<file path="config.mk">
export PLATFORM = sky130hd
export DESIGN_NAME = alu_cmd_sequencer
export DESIGN_NICKNAME = d
export VERILOG_FILES = /design/src/rtl/alu_pkg.sv /design/src/rtl/alu_seq_stats.sv /design/src/rtl/alu_cmd_sequencer.sv
export SDC_FILE = /design/constraint.sdc
export NUM_CORES = 1
export LEC_CHECK = 0
export ABC_AREA = 1
export CAP_MARGIN = 20
export CORE_UTILIZATION = 44
export DETAILED_ROUTE_END_ITERATION = 8
export GPL_TIMING_DRIVEN = 0
export PLACE_DENSITY = 0.86
export SYNTH_ARGS = -nofsm -noshare
export SYNTH_HDL_FRONTEND = slang
export SYNTH_SLANG_ARGS = --single-unit
export TNS_END_PERCENT = 20
</file>
<file path="constraint.sdc">
create_clock -name clk -period 1.9 [get_ports clk]
set_input_delay 0.19 -clock clk [delete_from_list [all_inputs] [get_ports clk]]
set_output_delay 0.19 -clock clk [all_outputs]
set_load 0.005 [all_outputs]
</file>
<file path="src/rtl/alu_pkg.sv">
// Shared opcodes, error codes, state encodings and command screening for the ALU command sequencer.
package alu_pkg;

    localparam int unsigned DEF_DATA_W = 8;
    localparam int unsigned DEF_RES_W  = DEF_DATA_W + 1;
    localparam int unsigned ERR_CNT_W  = 8;

    localparam logic [3:0] OP_ADD  = 4'd0;
    localparam logic [3:0] OP_SUB  = 4'd1;
    localparam logic [3:0] OP_MUL  = 4'd2;
    localparam logic [3:0] OP_DIV  = 4'd3;
    localparam logic [3:0] OP_PASS = 4'd4;
    localparam logic [3:0] OP_NAND = 4'd5;
    localparam logic [3:0] OP_AND  = 4'd6;
    localparam logic [3:0] OP_OR   = 4'd7;
    localparam logic [3:0] OP_XOR  = 4'd8;
    localparam logic [3:0] OP_XNOR = 4'd9;
    localparam logic [3:0] OP_ASR  = 4'd10;
    localparam logic [3:0] OP_ASL  = 4'd11;
    localparam logic [3:0] OP_LSR  = 4'd12;
    localparam logic [3:0] OP_LSL  = 4'd13;
    localparam logic [3:0] OP_MAX  = OP_LSL;

    localparam logic [1:0] ERR_OK      = 2'b00;
    localparam logic [1:0] ERR_ILLEGAL = 2'b01;
    localparam logic [1:0] ERR_DIV0    = 2'b10;

    localparam logic [1:0] ST_IDLE = 2'd0;
    localparam logic [1:0] ST_WAIT = 2'd1;
    localparam logic [1:0] ST_RESP = 2'd2;

    // Illegal opcode outranks divide-by-zero.
    function automatic logic [1:0] screen_cmd(input logic [3:0] opr, input logic b_zero);
        if (opr > OP_MAX) return ERR_ILLEGAL;
        if ((opr == OP_DIV) && b_zero) return ERR_DIV0;
        return ERR_OK;
    endfunction

endpackage

</file>
<file path="src/rtl/alu_seq_stats.sv">
// Saturating counters of issued and rejected commands.
module alu_seq_stats
    import alu_pkg::*;
#(
    parameter int unsigned CNT_W = 16
) (
    input  logic                 clk,
    input  logic                 rst,
    input  logic                 inc_op,
    input  logic                 inc_err,
    output logic [CNT_W-1:0]     op_count,
    output logic [ERR_CNT_W-1:0] err_count
);

    always_ff @(posedge clk or posedge rst) begin
        if (rst) begin
            op_count  <= '0;
            err_count <= '0;
        end else begin
            if (inc_op && (op_count != '1)) begin
                op_count <= op_count + CNT_W'(1);
            end
            if (inc_err && (err_count != '1)) begin
                err_count <= err_count + ERR_CNT_W'(1);
            end
        end
    end

endmodule

</file>
<file path="src/rtl/alu_cmd_sequencer.sv">
// Issues screened commands to a combinational ALU, waits SETTLE cycles, and returns
// the captured result with an error code over a valid/ready response channel.
module alu_cmd_sequencer
    import alu_pkg::*;
#(
    parameter int unsigned DATA_W = DEF_DATA_W,
    parameter int unsigned RES_W  = DEF_RES_W,
    parameter int unsigned SETTLE = 1,
    parameter int unsigned CNT_W  = 16
) (
    input  logic                 clk,
    input  logic                 rst,
    input  logic                 cmd_valid,
    output logic                 cmd_ready,
    input  logic [DATA_W-1:0]    cmd_a,
    input  logic [DATA_W-1:0]    cmd_b,
    input  logic [3:0]           cmd_opr,
    input  logic                 cmd_sel,
    output logic [DATA_W-1:0]    alu_a,
    output logic [DATA_W-1:0]    alu_b,
    output logic [3:0]           alu_opr,
    output logic                 alu_sel,
    input  logic [RES_W-1:0]     alu_out,
    output logic                 rsp_valid,
    input  logic                 rsp_ready,
    output logic [RES_W-1:0]     rsp_data,
    output logic [1:0]           rsp_err,
    output logic                 busy,
    output logic [CNT_W-1:0]     op_count,
    output logic [ERR_CNT_W-1:0] err_count
);

    localparam int unsigned SC_W = $clog2(SETTLE + 1);

    logic [1:0]        state, state_d;
    logic [SC_W-1:0]   cnt, cnt_d;
    logic [DATA_W-1:0] alu_a_d, alu_b_d;
    logic [3:0]        alu_opr_d;
    logic              alu_sel_d;
    logic              rsp_valid_d;
    logic [RES_W-1:0]  rsp_data_d;
    logic [1:0]        rsp_err_d;
    logic [1:0]        screen_err;
    logic              inc_op, inc_err;

    assign cmd_ready  = (state == ST_IDLE) && !rst;
    assign screen_err = screen_cmd(cmd_opr, cmd_b == '0);

    always_ff @(posedge clk or posedge rst) begin
        if (rst) begin
            state     <= ST_IDLE;
            cnt       <= '0;
            alu_a     <= '0;
            alu_b     <= '0;
            alu_opr   <= '0;
            alu_sel   <= 1'b0;
            rsp_valid <= 1'b0;
            rsp_data  <= '0;
            rsp_err   <= ERR_OK;
            busy      <= 1'b0;
        end else begin
            state     <= state_d;
            cnt       <= cnt_d;
            alu_a     <= alu_a_d;
            alu_b     <= alu_b_d;
            alu_opr   <= alu_opr_d;
            alu_sel   <= alu_sel_d;
            rsp_valid <= rsp_valid_d;
            rsp_data  <= rsp_data_d;
            rsp_err   <= rsp_err_d;
            busy      <= (state_d != ST_IDLE);
        end
    end

    always_comb begin
        state_d     = state;
        cnt_d       = cnt;
        alu_a_d     = alu_a;
        alu_b_d     = alu_b;
        alu_opr_d   = alu_opr;
        alu_sel_d   = alu_sel;
        rsp_valid_d = rsp_valid;
        rsp_data_d  = rsp_data;
        rsp_err_d   = rsp_err;
        inc_op      = 1'b0;
        inc_err     = 1'b0;
        case (state)
            ST_IDLE: begin
                if (cmd_valid) begin
                    if (screen_err != ERR_OK) begin
                        // Rejected commands answer at once and leave the ALU ports untouched.
                        rsp_valid_d = 1'b1;
                        rsp_data_d  = '0;
                        rsp_err_d   = screen_err;
                        inc_err     = 1'b1;
                        state_d     = ST_RESP;
                    end else begin
                        alu_a_d   = cmd_a;
                        alu_b_d   = cmd_b;
                        alu_opr_d = cmd_opr;
                        alu_sel_d = cmd_sel;
                        cnt_d     = SC_W'(SETTLE);
                        state_d   = ST_WAIT;
                    end
                end
            end
            ST_WAIT: begin
                cnt_d = cnt - SC_W'(1);
                if (cnt == SC_W'(1)) begin
                    rsp_valid_d = 1'b1;
                    rsp_data_d  = alu_out;
                    rsp_err_d   = ERR_OK;
                    inc_op      = 1'b1;
                    state_d     = ST_RESP;
                end
            end
            ST_RESP: begin
                if (rsp_ready) begin
                    rsp_valid_d = 1'b0;
                    state_d     = ST_IDLE;
                end
            end
            default: state_d = ST_IDLE;
        endcase
    end

    alu_seq_stats #(.CNT_W(CNT_W)) u_stats (
        .clk       (clk),
        .rst       (rst),
        .inc_op    (inc_op),
        .inc_err   (inc_err),
        .op_count  (op_count),
        .err_count (err_count)
    );

endmodule

</file>
==> results_dict.tcl <==
set metrics [dict create \
    drtIter0Drc 114 \
    worstSetupPathType "flip-flop to primary output" \
    routed_wl_um 7190 \
    grt_pass1_vias 2721 \
    synthCells 369 \
    die_w_um 84.8 \
    cts.sinks 61 \
    cts_root_buf "clkbuf_8" \
    finalSetupTns_ns 0 \
    die_area_um2 7200 \
    finish.utilization 0.659 \
    grt_usage 0.215 \
    vias_per_cell 4.99 \
    worst_pin_slew_ns 0.508 \
    dp_slack_ns -0.0153 \
    grt_antenna_before_repair 0 \
    numCtsBuffers 9 \
    cts_tree "done" \
    yosysSeqAreaShare 0.506 \
    pwr-share-comb 0.397 \
    place.gp.congestion 0.918 \
    grt_pass1_wl_um 12100 \
    maxCapViolations 0 \
    drv_slew 0 \
    avgSynthCellArea_um2 8.18 \
    violations "design-rule violations" \
    worstReg2RegEnd "u_stats.op_count[4]" \
    via_count 2787 \
    insertion_delay_ns 0.33 \
    clk_pin_slew_ns 0.07 \
    final-hold-violation-count 0 \
    htreeDepth 3 \
    io_pins 93 \
    cts_repair_resize_count 0 \
    reg2reg_slack_ns 0.17 \
    setup_viol 0 \
    final_common_cell "nand2_1" \
    yosys.area.top_type "dfrtp_1" \
    drc_errors 9 \
    portBuffers 92 \
    period_minus_slack_ns 1.79 \
    cp-start-kind "flip-flop" \
    synthArstFlopShare 1.00 \
    wl_per_cell_um 12.9 \
    pwr_density_cell_nw_per_um2 1230 \
    internal-power_uw 3500 \
    worst_slack_ns 0.105 \
    period_share 0.945 \
    slew_headroom 0.661 \
    max_freq_ghz 0.557 \
    arrival_ns 1.60 \
    rows 29 \
    holdCritPathClass "input pin to async pin" \
    crit-reg2reg-launch "u_stats.op_count[0]" \
    synth_nets 405 \
    switching_power_uw 1750 \
    pwr-share-seq 0.388 \
    cp-end-kind "primary output" \
    synth_top_cells_by_area "dfrtp_1 (51%), nand2_1 (16%), inv_1 (5.2%)" \
    antenna_cells 0 \
    cp_max_fo 5 \
    hold_buffers 0 \
    ir_drop_mv 0.726 \
    fill_cells 561 \
    drive_gt1_frac 0.0915 \
    post-cts-setup-buffers 0 \
    yosysUniqueCellTypes 30 \
    area_delta_synth_final_pct 41.7 \
    critPathRequiredTime_ns 1.71 \
    synth_edf_count 0 \
    synthesis.area_um2 3020 \
    grt_max_degree 41 \
    nets 512 \
    p_sw_frac 0.333 \
    synth_seq_cells 61 \
    overflow 0 \
    die_h_um 84.8 \
    dpl.hpwl_um 5340 \
    ff2ff_path_depth 9 \
    mostFrequentLayoutCells "nand2_1 (131), clkdlybuf4s50_1 (92), dfrtp_1 (61)" \
    clkPwrFrac 0.215 \
    multi_input_area_um2 1260 \
    yosys_warnings 0 \
    ant_nets 0 \
    seqCellArea_um2 1530 \
    core_area_um2 6490 \
    fin_skew_ns 0.00687 \
    leakage_uw 0.00204 \
    cts_buffer_depth 2 \
    status "finished, violations left" \
    yosysTopAreaCellShare 0.506 \
    synthFlopType "dfrtp_1" \
    start_util 0.465 \
    dr.pass1.iters 8 \
]
[worst max-delay path by stage]
stage                from        end  slack (ns)  cells after the start
2_1_floorplan         rst   alu_a[0]        0.20                      1
3_3_place_gp          rst   alu_a[4]       -0.91                      2
3_5_place_dp   cmd_opr[0]   alu_a[2]       -0.02                      7
4_1_cts          state[1]  cmd_ready        0.05                      3
5_1_grt          state[1]  cmd_ready      -0.001                      3
6_report         state[1]  cmd_ready        0.11                      3
[registers in the layout (all words and copies together), names as in the netlist]
register           flops
alu_opr                4
u_stats.op_count      16
alu_a                  8
rsp_valid              1
state                  2
alu_sel                1
u_stats.err_count      8
busy                   1
rsp_data               9
rsp_err                2
cnt                    1
alu_b                  8
[per-layer routing]
layer / vias to the layer above / track usage / part of all wire / routed length (um)
met3: 14 / 0.0720 / 0.068 / 490
met4: 0 / 0.0693 / 0.014 / 104
met5: - / 0 / 0 / 0
met2: 106 / 0.360 / 0.49 / 3530
li1: 1385 / - / - / -
met1: 1282 / 0.262 / 0.43 / 3070
[power by group through the flow]
stage / sequential [uW] / clock [uW] / combinational [uW]
after global placement: 2040 / 0 / 1990
after detailed placement: 2060 / 0 / 2070
after CTS: 2040 / 1170 / 2070
after floorplan: 2060 / 0 / 896
after global routing: 2090 / 1240 / 2310
final: 2030 / 1130 / 2080
[cell type report]
| type | instances | area share |
|---|---|---|
| clock inverter | 7 | 0.0178 |
| sequential | 61 | 0.357 |
| multi-input combinational | 254 | 0.294 |
| inverter | 44 | 0.0389 |
| buffer | 10 | 0.0158 |
| clock buffer | 9 | 0.0289 |
| tap | 77 | 0.0225 |
| timing repair buffer | 96 | 0.225 |
[logic make-up after synthesis]
group	after synthesis	share of synthesized area
flops	61	0.506
xor+xnor	14	0.0406
fa+ha+maj	2	0.00829
simple gates	206	0.314
buf+inv	54	0.0775
compound gates	32	0.0543
[per-stage QoR]
stage / std cells / cell area, um^2 / power (uW) / hold WS [ns]
finish: 558 / 4280 / 5250 / 0.236
global placement: 538 / 4040 / 4030 / 0.455
detailed placement: 539 / 4060 / 4120 / 0.462
floorplan: 369 / 3020 / 2950 / 0.307
global route: 558 / 4280 / 5630 / 0.256
CTS: 555 / 4260 / 5280 / 0.233
[worst max-delay path, stage by stage (launching register included)]
cell and delay, ns:
dfrtp_1 0.41, or2_4 0.27, nor2_1 0.09, clkdlybuf4s50_1 0.50
[cells in the mapped netlist, types with 2 or more instances]
| cell | instances |
|---|---|
| nand2_1 | 131 |
| dfrtp_1 | 61 |
| inv_1 | 42 |
| o21ai_0 | 25 |
| nand3_1 | 19 |
| nor2_1 | 19 |
| nand4_1 | 14 |
| xnor2_1 | 9 |
| o21ai_1 | 5 |
| xor2_1 | 5 |
| nand3b_1 | 4 |
| nor3_1 | 4 |
| buf_2 | 3 |
| buf_6 | 3 |
| clkbuf_1 | 3 |
| nand3_2 | 3 |
| nor2_2 | 3 |
| ha_1 | 2 |
| nand4_2 | 2 |
| nor3b_1 | 2 |
Power figures use the tool's default switching activity.
